**config.mk**
```make
export PLATFORM = sky130hd
export DESIGN_NAME = vin_line_packer
export DESIGN_NICKNAME = d
export VERILOG_FILES = /design/src/rtl/vin_line_packer.sv
export SDC_FILE = /design/constraint.sdc
export NUM_CORES = 1
export LEC_CHECK = 0
export CAP_MARGIN = 20
export CORE_ASPECT_RATIO = 0.6
export CORE_MARGIN = 4
export CORE_UTILIZATION = 50
export CTS_BUF_LIST = sky130_fd_sc_hd__clkbuf_4
export DETAILED_ROUTE_END_ITERATION = 8
export GPL_ROUTABILITY_DRIVEN = 0
export PLACE_DENSITY = 0.67
export SETUP_SLACK_MARGIN = 0.3
export SLEW_MARGIN = 5
export SYNTH_ARGS = -nofsm -noshare
export SYNTH_HDL_FRONTEND = slang
export SYNTH_SLANG_ARGS = --single-unit
```
**constraint.sdc**
```tcl
create_clock -name pclk -period 14.9 [get_ports pclk]
set_input_delay 2.235 -clock pclk [delete_from_list [all_inputs] [get_ports pclk]]
set_output_delay 2.235 -clock pclk [all_outputs]
set_load 0.005 [all_outputs]
```
**src/rtl/vin_line_packer.sv**
```systemverilog
// vin_line_packer: packs 2-pixel Y8 strobes into OUT_W-bit words tagged with
// start-of-frame / end-of-line markers and buffers them in a first-word-fall-through
// FIFO feeding a valid/ready master port. A push into a full FIFO drops the rest of
// the frame and sets a sticky overflow flag.
// Optional feature macro: VIN_STATS_EN (active width/height measurement).
module vin_line_packer #(
  parameter int OUT_W      = 64,
  parameter int FIFO_DEPTH = 16
) (
  input  logic             pclk,
  input  logic             rst,
  input  logic             enable,
  input  logic             v_pclk,
  input  logic             v_vsync,
  input  logic             v_hsync,
  input  logic             v_de,
  input  logic [15:0]      v_pixel,
  output logic [OUT_W-1:0] m_data,
  output logic             m_sof,
  output logic             m_eol,
  output logic             m_valid,
  input  logic             m_ready,
  output logic             overflow,
  input  logic             ovf_clr,
  output logic             frame_done,
  output logic [11:0]      meas_width,
  output logic [11:0]      meas_height
);
  localparam int N  = OUT_W / 16;
  localparam int KW = $clog2(N);
  localparam int AW = $clog2(FIFO_DEPTH);

  typedef enum logic [1:0] {IDLE, ARMED, ACTIVE, DROP} state_t;
  typedef struct packed {
    logic             sof;
    logic             eol;
    logic [OUT_W-1:0] data;
  } word_t;

  state_t           state_q, state_d;
  logic             vs_prev_q, vs_prev_d;
  logic             de_prev_q, de_prev_d;
  logic [KW-1:0]    k_q, k_d;
  logic [OUT_W-1:0] acc_q, acc_d;
  logic [OUT_W-1:0] stage_q, stage_d;
  logic             stage_vld_q, stage_vld_d;
  logic             sof_pend_q, sof_pend_d;
  logic [AW:0]      wr_ptr_q, wr_ptr_d;
  logic [AW:0]      rd_ptr_q, rd_ptr_d;
  logic             overflow_q, overflow_d;
  logic             frame_done_q, frame_done_d;
  word_t            mem_q [FIFO_DEPTH];

  logic  vs_rise, de_rise, de_fall, capture;
  logic  push, push_ok, drop, pop, full;
  word_t push_word, rd_word;

  // hsync carries no information the packer needs
  logic unused_hsync;
  assign unused_hsync = v_hsync;

  // Edge detection only compares strobe samples against the previous strobe sample
  assign vs_rise = v_pclk & v_vsync & ~vs_prev_q;
  assign de_rise = v_pclk & v_de & ~de_prev_q;
  assign de_fall = v_pclk & ~v_de & de_prev_q;
  // The de_rise strobe that leaves ARMED already carries the first pair of the frame
  assign capture = v_pclk & v_de & ((state_q == ACTIVE) | ((state_q == ARMED) & de_rise));

  assign pop  = m_valid & m_ready;
  assign full = (wr_ptr_q[AW] != rd_ptr_q[AW]) &&
                (wr_ptr_q[AW-1:0] == rd_ptr_q[AW-1:0]);

  // Capture FSM, pair packing, stage hand-off and FIFO pointer updates
  always_comb begin
    state_d      = state_q;
    vs_prev_d    = vs_prev_q;
    de_prev_d    = de_prev_q;
    k_d          = k_q;
    acc_d        = acc_q;
    stage_d      = stage_q;
    stage_vld_d  = stage_vld_q;
    sof_pend_d   = sof_pend_q;
    overflow_d   = overflow_q;
    frame_done_d = vs_rise && (state_q != IDLE);
    push         = 1'b0;
    push_word    = '0;
    drop         = 1'b0;
    push_ok      = 1'b0;

    if (v_pclk) begin
      vs_prev_d = v_vsync;
      de_prev_d = v_de;
    end

    // A staged full word leaves on the strobe after its last pair; eol tells whether
    // the line ended right there. Otherwise a line end flushes the partial word.
    if (v_pclk && stage_vld_q) begin
      push          = 1'b1;
      push_word.sof = sof_pend_q;
      push_word.eol = ~v_de;
      push_word.data = stage_q;
      stage_vld_d   = 1'b0;
    end else if (de_fall && (k_q != '0) && (state_q == ACTIVE)) begin
      push          = 1'b1;
      push_word.sof = sof_pend_q;
      push_word.eol = 1'b1;
      push_word.data = acc_q;
      acc_d         = '0;
      k_d           = '0;
    end
    if (push) sof_pend_d = 1'b0;

    // Earlier pixel goes to the low byte of its 16-bit slot
    if (capture) begin
      acc_d[{k_q, 4'b0000} +: 16] = {v_pixel[7:0], v_pixel[15:8]};
      if (k_q == KW'(N - 1)) begin
        stage_d     = acc_d;
        stage_vld_d = 1'b1;
        acc_d       = '0;
        k_d         = '0;
      end else begin
        k_d = k_q + 1'b1;
      end
    end

    // A pop in the same cycle frees a slot, so only a push with no pop can be lost
    drop    = push && full && !pop;
    push_ok = push && !drop;

    case (state_q)
      IDLE:    if (vs_rise && enable) state_d = ARMED;
      ARMED:   if (de_rise) state_d = ACTIVE;
      default: if (vs_rise) state_d = enable ? ARMED : IDLE;
    endcase

    if (drop) begin
      stage_vld_d = 1'b0;
      k_d         = '0;
      acc_d       = '0;
      if (!vs_rise) state_d = DROP;
    end

    if ((state_d == ARMED) && (state_q != ARMED)) begin
      sof_pend_d = 1'b1;
      k_d        = '0;
      acc_d      = '0;
    end

    // Setting the overflow flag wins over a clear request in the same cycle
    if (drop)         overflow_d = 1'b1;
    else if (ovf_clr) overflow_d = 1'b0;

    wr_ptr_d = push_ok ? wr_ptr_q + 1'b1 : wr_ptr_q;
    rd_ptr_d = pop     ? rd_ptr_q + 1'b1 : rd_ptr_q;
  end

  // Control state with synchronous reset
  always_ff @(posedge pclk) begin
    if (rst) begin
      state_q      <= IDLE;
      vs_prev_q    <= 1'b0;
      de_prev_q    <= 1'b0;
      k_q          <= '0;
      stage_vld_q  <= 1'b0;
      sof_pend_q   <= 1'b0;
      wr_ptr_q     <= '0;
      rd_ptr_q     <= '0;
      overflow_q   <= 1'b0;
      frame_done_q <= 1'b0;
    end else begin
      state_q      <= state_d;
      vs_prev_q    <= vs_prev_d;
      de_prev_q    <= de_prev_d;
      k_q          <= k_d;
      stage_vld_q  <= stage_vld_d;
      sof_pend_q   <= sof_pend_d;
      wr_ptr_q     <= wr_ptr_d;
      rd_ptr_q     <= rd_ptr_d;
      overflow_q   <= overflow_d;
      frame_done_q <= frame_done_d;
    end
  end

  // Datapath registers; their contents are qualified by k/stage_vld/pointers
  always_ff @(posedge pclk) begin
    acc_q   <= acc_d;
    stage_q <= stage_d;
    if (push_ok) mem_q[wr_ptr_q[AW-1:0]] <= push_word;
  end

  assign rd_word    = mem_q[rd_ptr_q[AW-1:0]];
  assign m_valid    = (wr_ptr_q != rd_ptr_q);
  assign m_data     = m_valid ? rd_word.data : '0;
  assign m_sof      = m_valid & rd_word.sof;
  assign m_eol      = m_valid & rd_word.eol;
  assign overflow   = overflow_q;
  assign frame_done = frame_done_q;

`ifdef VIN_STATS_EN
  logic [11:0] pair_cnt_q, pair_cnt_d;
  logic [11:0] line_cnt_q, line_cnt_d;
  logic [11:0] last_pairs_q, last_pairs_d;
  logic [11:0] meas_w_q, meas_w_d;
  logic [11:0] meas_h_q, meas_h_d;

  function automatic logic [11:0] sat_inc(input logic [11:0] v);
    return (v == 12'hFFF) ? v : v + 12'd1;
  endfunction

  function automatic logic [11:0] sat_dbl(input logic [11:0] v);
    return v[11] ? 12'hFFF : {v[10:0], 1'b0};
  endfunction

  // Pair/line counters run in every state except IDLE and publish on vsync
  always_comb begin
    pair_cnt_d   = pair_cnt_q;
    line_cnt_d   = line_cnt_q;
    last_pairs_d = last_pairs_q;
    meas_w_d     = meas_w_q;
    meas_h_d     = meas_h_q;
    if (state_q != IDLE) begin
      if (v_pclk && v_de) pair_cnt_d = sat_inc(pair_cnt_q);
      if (de_fall) begin
        last_pairs_d = pair_cnt_q;
        line_cnt_d   = sat_inc(line_cnt_q);
        pair_cnt_d   = '0;
      end
      if (vs_rise) begin
        meas_w_d     = sat_dbl(last_pairs_d);
        meas_h_d     = line_cnt_d;
        pair_cnt_d   = '0;
        line_cnt_d   = '0;
        last_pairs_d = '0;
      end
    end
  end

  // Measurement registers
  always_ff @(posedge pclk) begin
    if (rst) begin
      pair_cnt_q   <= '0;
      line_cnt_q   <= '0;
      last_pairs_q <= '0;
      meas_w_q     <= '0;
      meas_h_q     <= '0;
    end else begin
      pair_cnt_q   <= pair_cnt_d;
      line_cnt_q   <= line_cnt_d;
      last_pairs_q <= last_pairs_d;
      meas_w_q     <= meas_w_d;
      meas_h_q     <= meas_h_d;
    end
  end

  assign meas_width  = meas_w_q;
  assign meas_height = meas_h_q;
`else
  assign meas_width  = 12'd0;
  assign meas_height = 12'd0;
`endif

endmodule

```
### Word level (Yosys, flattened, before mapping)

Memory sizes are Yosys's and may differ from the RTL's. A register that Yosys moved wholly into a read port is not among the register bits.
Cells that the tools add are included.

* word-level logic and storage cells: 98
* output and inout bits: 93
* memories: 1
* input port bits: 25
* register bits: 148
* RAM bits: 1056

* add/subtract/negate cells: 4
* shifts and indexed selects: 2
* reduce and logical (&&, ||, !) cells: 23
* bitwise gates (word level): 15
* equality and inequality tests: 9
* muxes and demuxes: 32

Memories
* mem_q: depth 16, bits a word 66, rd ports 1, clocked after memory_dff 1, write ports 1, line 52 `word_t mem_q [FIFO_DEPTH];`

Operators with widths (count)
* $mux W64: 5
* $mux W66: 2
* $bwmux W64: 1
* $shift A16 B8 Y64 const A: 1
* $shiftx A16 B8 Y64: 1
* $mux W2: 9
* $mux W1: 12
* $and A1 B1 Y1: 11
* $add A5 B1 Y5 const B: 2
* $logic_and A1 B1 Y1: 10
* $reduce_bool A2 Y1: 5
* $mux W4: 2
* $neg A6 Y8: 1
* $ne A5 B5 Y1: 1
* $eq A2 B1 Y1 const B: 2
* $eq A2 B2 Y1 const B: 2
* $eq A4 B4 Y1: 1
* $pmux W2 S2: 1
* $reduce_and A2 Y1: 2
* $reduce_or A2 Y1: 2
* $not A1 Y1: 3
* $reduce_or A3 Y1: 1
* $add A2 B1 Y2 const B: 1
* $logic_not A1 Y1: 2
* other kinds (5): 5

### Logic depth before layout (Yosys ltp)

Gate-level depths: netlist of the first run.

* depth after elaboration: 13
* mapped depth: 10
* gate-level depth less buffers: 7

### Worst setup path before layout of the first run

No wires, ideal clock.

* path kind: input port to flip-flop
* start point: in v_pclk
* end point: mem mem_q[15][0] in the netlist's numbering, enable pin
* path buffers: 2
* path slack: 6.492 ns
* stages: 5
* library setup time: 0.593 ns
* arrival time: 7.815 ns
* data required time: 14.307 ns
* cells stage by stage: buf_4 > and4bb_1 > buf_2 > a31oi_4 > a211oi_1

* cells in the longest elaborated chain, start to end: 12
* elaborated cells on any way between the ends: 13
* classes of those cells: 4 x mux; 2 x bitwise; 7 x reduce/logical

Ends and longest elaborated chain
* start: declaration: line 13 `input logic v_pclk,`
* $and A1 B1 Y1 (2 in a row): line 65 `assign de_fall = v_pclk & ~v_de & de_prev_q;`
* $logic_and A1 B1 Y1 (2 in a row): line 103 `end else if (de_fall && (k_q != '0) && (state_q == ACTIVE)) begin`
* $mux W1: line 103
* $mux W1 *: line 97 `if (v_pclk && stage_vld_q) begin`
* $logic_and A1 B1 Y1 (2 in a row): line 127 `drop = push && full && !pop;`
* $logic_not A1 Y1: line 128 `push_ok = push && !drop;`
* $logic_and A1 B1 Y1 *: line 128
* $mux W1 *: line 188 `if (push_ok) mem_q[wr_ptr_q[AW-1:0]] <= push_word;`
* $mux W1 (not written as such) *: line 188
* end: declaration: line 52

Mark *: on every way between the ends. The rest lies on a longest branch, timed or not.

==> out/metrics.yaml, run 1 <==
critical_path:
  required_ns: 12.66
  crit_type: "reg2out"
  path_max_fanout: 44
  end_kind: "output port"
  arrival_ns: 5.11
  worst_setup_path_start_kind: "register"
global_routing:
  grt_pass1_vias: 25500
  grt_use_total_pct: 23.4
  antenna_found_initial: 5
  grt_start_max_net_pins: 129
  grt_overflow: 0
  grt_pass1_wl_um: 168000
placed_design:
  portBuffers: 92
  dp_hpwl_um: 57700
power:
  leakagePower_nw: 16.0
  max-vdd-ir-drop_mv: 0.0797
  powerDensity_nw_per_um2: 120
clocking:
  numCtsBuffers: 282
  htree_num_levels: 5
  postCtsSetupBuffers: 0
  clk_pin_slew_worst_paths_ns: 0.07
  clock-root-buffer: "clkbuf_4"
  cts_resized: 0
  clock_latency_ns: 1.14
  cts_hold_buf: 0
  clock_path_buffers: 4
  cts_tree: "yes"
  cts_sinks: 1208
cells_and_area:
  final_common_cell: "edfxtp_1"
  layout_common_cells: "edfxtp_1 (1,120), clkbuf_4 (421), mux4_2 (264)"
  multiInputGateArea_um2: 10400
  final_nets: 2685
  drive_above_1_share_pct: 28.5
  syn2layout_area_growth_pct: 12.0
  utilization_pct: 56.6
  ff_latch_area_um2: 35400
  nFillCells: 6961
drt:
  wirelength_um: 114000
  drtIter0Drc: 2520
  routedWlPerCell_um: 28.0
  dr.pass1.iters: 5
  drtAntennaViolNets: 0
  vias: 24900
  via_per_inst: 6.13
  drc: 0
die:
  die_area_um2: 98300
  num_rows: 86
  chipHeight_um: 244
  die_w_um: 402
  core_um2: 92100
  initial_core_util_pct: 50.6
  ios: 118
yosys:
  synth.cell_area_um2: 46600
  synth.distinct_cells: 48
  syn_inst: 2377
  synth_flop_cell: "edfxtp_1"
  ys.warnings.count: 0
  syn_area_per_cell_um2: 19.6
  synth_edf_count: 1120
  synth-seq-cells: 1208
  async_reset_ff_share_pct: 0
  ys_seq_area_share_pct: 76.0
sta:
  finalCritPeriodShare_pct: 49.3
  worstMarginPinSlew_ns: 1.13
  rsz0062_at_grt: "no"
  hold_violations: 0
  fin_crit_ns: 7.34
  relSlewSlack_pct: 24.6
  timing.fmax_ghz: 0.136
  final_max_slew_viol_count: 0
  skew_ns: 0.0521
  finalSetupViolCount: 0
  fin_setup_tns_ns: 0
flow_run:
  drv_cap: 0
hold_path:
  hold_class: "reg2reg"
run_status:
  status: "complete, no violations"
## path summary, 6_finish.rpt
kind / endpoint / startpoint / slack [ns] / depth (start not counted)
setup / recovery: m_data[59] / register / 7.56 / 6
hold / removal: sof_pend_q / sof_pend_q / 0.46 / 2
setup reg to reg: mem_q[11][48] / k_q[0] / 10.19 / 9
hold reg to reg: sof_pend_q / sof_pend_q / 0.46 / 2
## synthesized netlist by cell type (6+ instances only)
library cell	instances	area (um2)
mux4_2	264	5950
a22oi_1	54	405
a21oi_1	13	65.1
nand2_1	144	541
nand3_1	66	330
buf_1	11	41.3
inv_1	10	37.5
nor2_2	10	62.6
a22o_1	65	569
nor2_1	70	263
dfxtp_1	88	1760
buf_6	6	67.6
and3_1	14	87.6
nor3_1	73	365
ha_1	11	138
xnor2_1	7	61.3
a22oi_2	10	125
clkbuf_1	59	221
o22ai_1	132	826
buf_4	42	315
buf_2	58	290
edfxtp_1	1120	33600
nand2b_1	7	43.8
## cells by family after synthesis
| family | Yosys count | share of synthesized area, % |
|---|---|---|
| xor gates and xnor gates | 11 | 0.207 |
| AOI/OAI and AO/OA | 285 | 4.49 |
| DFF | 1208 | 76.0 |
| and+or+nand+nor | 406 | 4.06 |
| other | 1 | 0.00805 |
| adders and majority gates | 11 | 0.295 |
| buffers and inverters | 186 | 2.09 |
| muxes | 269 | 12.9 |
## final cells by class
class | instances | area share, %
antenna | 6 | 0.0288
clock buffer | 421 | 6.06
clock inverter | 42 | 0.408
inverter | 10 | 0.0720
multi-input combinational | 1006 | 20.0
sequential | 1208 | 67.9
tap | 1232 | 2.96
timing repair buffer | 141 | 2.55
## state kept, by name, indices dropped and copies added (netlist names), 2 cells and up, named ones only
register / cells
mem_q: 1056
state_q: 2
stage_q: 64
k_q: 2
wr_ptr_q: 5
rd_ptr_q: 5
acc_q: 64
## worst max-delay path, stage by stage, from the launching register on
cell             delay (ns)
dfxtp_4                0.69
buf_4                  0.90
buf_4                  0.84
mux4_2                 0.37
o22ai_1                0.08
nor3_1                 0.43
clkdlybuf4s50_1        0.60
## metal layers
metal	vias up	track usage, %	share of wire (%)
li1	10500	-	-
met1	13000	33.2	42
met2	1278	36.2	47
met3	221	4.61	8.5
met4	0	9.20	2.8
met5	-	0	0
## per-stage QoR
stage | area, um2 | std cells | power [mW] | setup WS [ns] | hold WS [ns]
after floorplan | 46700 | 2400 | 3.76 | 6.49 | 0.432
after global placement | 48700 | 3594 | 3.77 | 8.54 | 0.443
after detailed placement | 48700 | 3596 | 3.77 | 8.45 | 0.447
after CTS | 52100 | 4059 | 6.30 | 7.30 | 0.457
after global routing | 52100 | 4066 | 6.50 | 7.06 | 0.503
final | 52100 | 4066 | 6.25 | 7.56 | 0.462
## report_power, final
group,internal [mW],leakage (nW),switching [mW]
Combinational,0.0145,3.63,0.0259
Clock,1.32,2.04,1.24
Sequential,3.65,10.3,0.00459
No activity file was read; power rests on OpenSTA's default activity.
==> inputs of run 2 (changes only) <==
--- a/config.mk
+++ b/config.mk
@@ -12,7 +12,7 @@
 export CTS_BUF_LIST = sky130_fd_sc_hd__clkbuf_4
 export DETAILED_ROUTE_END_ITERATION = 8
 export GPL_ROUTABILITY_DRIVEN = 0
-export PLACE_DENSITY = 0.67
+export PLACE_DENSITY = 0.69
 export SETUP_SLACK_MARGIN = 0.3
 export SLEW_MARGIN = 5
 export SYNTH_ARGS = -nofsm -noshare
==> constraint.sdc (replaced) <==
create_clock -name pclk -period 6.7 [get_ports pclk]
set_input_delay 1.005 -clock pclk [delete_from_list [all_inputs] [get_ports pclk]]
set_output_delay 1.005 -clock pclk [all_outputs]
set_load 0.005 [all_outputs]
==> run 2 against run 1 <==
  * Core utilization up 0.24 points
  * Design area up 0.42%
  * Count of clock-buffer cells in the layout down 2
  * Sequential power up 120%
  * Clock skew up 0.0030 ns
  * Sequential share of layout area down 0.29 points
  * Routed wire length up 0.20%
  * First-iteration DRC count up 19%
  * Non-clock buffer count up 15
  * Worst setup slack worse by 6.4 ns
  * Global-route usage up 0.11 points
  * Final cell count up 0.39%
==> out/metrics.yaml, run 2 (synthesis gave the netlist of run 1 again) <==
drt:
  routedWlPerCell_um: 28.0  # -0.19%
  vias: 24900  # -0.17%
  drtAntennaViolNets: 0  # unchanged
  via_per_inst: 6.10  # -0.56%
  wirelength_um: 114000  # +0.20%
  drc: 0  # unchanged
  dr.pass1.iters: 7  # +2
  drtIter0Drc: 3001  # +19%
placed_design:
  place_inst: 3609  # +0.36%
  dp_hpwl_um: 59800  # +3.8%
  portBuffers: 92  # unchanged
  post_dp_cell_area_um2: 49000  # +0.43%
clocking:
  clock-root-buffer: "clkbuf_4"
  htree_num_levels: 5  # unchanged
  cts_hold_buf: 0  # unchanged
  numCtsBuffers: 283  # +0.35%
  postCtsSetupBuffers: 0  # unchanged
  clock_path_buffers: 4  # unchanged
  cts_resized: 0  # unchanged
  cts_tree: "yes"
  clk_pin_slew_worst_paths_ns: 0.08  # about the same
  cts_sinks: 1208  # unchanged
  clock_latency_ns: 1.16  # +0.02 ns
global_routing:
  grt_overflow: 0  # unchanged
  antenna_found_initial: 2  # -3
  grt_start_max_net_pins: 93  # -28%
  grt_use_total_pct: 23.5  # +0.11 points
  grt_pass1_vias: 25800  # +1.4%
  grt_pass1_wl_um: 169000  # +0.86%
sta:
  timing.fmax_ghz: 0.181
  skew_ns: 0.0551  # +0.00297 ns
  relSlewSlack_pct: 23.5  # -1.1 points
  fin_setup_tns_ns: 0  # unchanged
  final_max_slew_viol_count: 0  # unchanged
  finalSetupViolCount: 0  # unchanged
  worstMarginPinSlew_ns: 1.15  # +0.0160 ns
  rsz0062_at_grt: "no"
  hold_violations: 0  # unchanged
  fin_crit_ns: 5.53
  finalCritPeriodShare_pct: 82.6
cells_and_area:
  nFillCells: 6933  # -0.40%
  final_area_um2: 52400  # +0.42%
  largest_reg_flops: 1056  # unchanged
  drive_above_1_share_pct: 29.0  # +0.47 points
  final_nets: 2701  # +0.60%
  layout_common_cells: "edfxtp_1 (1,120), clkbuf_4 (420), mux4_2 (264)"
  utilization_pct: 56.9  # +0.24 points
  final_common_cell: "edfxtp_1"
  layout.cells.non_filler: 4082  # +0.39%
  syn2layout_area_growth_pct: 12.4
die:
  initial_core_util_pct: 50.6  # unchanged
  die_area_um2: 98300  # unchanged
  ios: 118  # unchanged
  die_w_um: 402  # unchanged
  num_rows: 86  # unchanged
  chipHeight_um: 244  # unchanged
  core_um2: 92100  # unchanged
run_status:
  status: "complete, no violations"
power:
  max-vdd-ir-drop_mv: 0.140  # +76%
  seq_power_share_pct: 58.5  # about the same
  sw_frac_of_total_pct: 20.5  # +0.23 points
  p_comb_share_pct: 0.7  # about the same
  leakagePower_nw: 16.2  # +1.3%
  power.switching_mw: 2.85  # +120%
  powerDensity_nw_per_um2: 265  # +120%
  clkPwrFrac_pct: 40.8  # about the same
  p_int_mw: 11.0  # +120%
critical_path:
  arrival_ns: 4.53  # -0.58 ns
  end_kind: "output port"
  crit_type: "reg2out"
  path_max_fanout: 45  # +2.3%
  worst_setup_path_start_kind: "register"
  required_ns: 5.69  # -6.97 ns
flow_run:
  drv_cap: 0  # unchanged
hold_path:
  hold_class: "reg2reg"
[run 2: cell types whose count changed in the layout (fill, tap and decap cells not counted), sizes merged]
cell	delta
buf	+14
bufinv	-1
clkbuf	-1
clkinv	+5
diode	-4
inv	+3
[run 2: layout make-up]
type | count | area, um2 | share of cell area [%]
Tap cell | 1232 | 1540 | 2.94
Multi-Input combinational cell | 1006 | 10500 | 20.0
Inverter | 10 | 37.5 | 0.0717
Antenna cell | 2 | 5.00 | 0.00956
Sequential cell | 1208 | 35400 | 67.6
Timing Repair Buffer | 156 | 1570 | 2.99
Clock buffer | 419 | 3150 | 6.01
Clock inverter | 49 | 218 | 0.416
[run 2: path summary, 6_finish.rpt]
check	endpoint	slack, ns	cells past startpoint	start
hold / removal	sof_pend_q	0.46	2	sof_pend_q
hold reg to reg	sof_pend_q	0.46	2	sof_pend_q
setup reg to reg	mem_q[7][31]	2.51	7	k_q[0]
setup / recovery	m_data[58]	1.17	5	register
[run 2: layer usage]
layer / wire, um / vias to the layer above / GRT usage, %
li1: - / 10500 / -
met1: 45800 / 12900 / 32.9
met2: 54100 / 1312 / 36.4
met3: 10700 / 209 / 5.05
met4: 3520 / 0 / 9.52
met5: 0 / - / 0
[run 2: through the flow]
stage	total power, mW	setup slack, ns	hold slack, ns
detailed placement	8.38	1.84	0.450
global placement	8.38	1.96	0.439
floorplan	8.35	-0.383	0.432
global route	14.4	0.864	0.490
CTS	14.0	1.01	0.388
finish	13.9	1.17	0.461
[run 2: worst max-delay path: stages (launching register included)]
cell	delay, ns
dfxtp_4	0.56
nand2_2	0.87
buf_4	0.61
o22ai_1	0.18
nor3_1	0.46
clkdlybuf4s50_1	0.60
[run 2: power by group through the flow]
stage | sequential (mW) | combinational (mW) | clock [mW]
floorplan | 8.29 | 0.0581 | 0
global placement | 8.29 | 0.0856 | 0
detailed placement | 8.29 | 0.0883 | 0
CTS | 8.13 | 0.0886 | 5.78
global route | 8.12 | 0.0962 | 6.20
finish | 8.13 | 0.0915 | 5.66
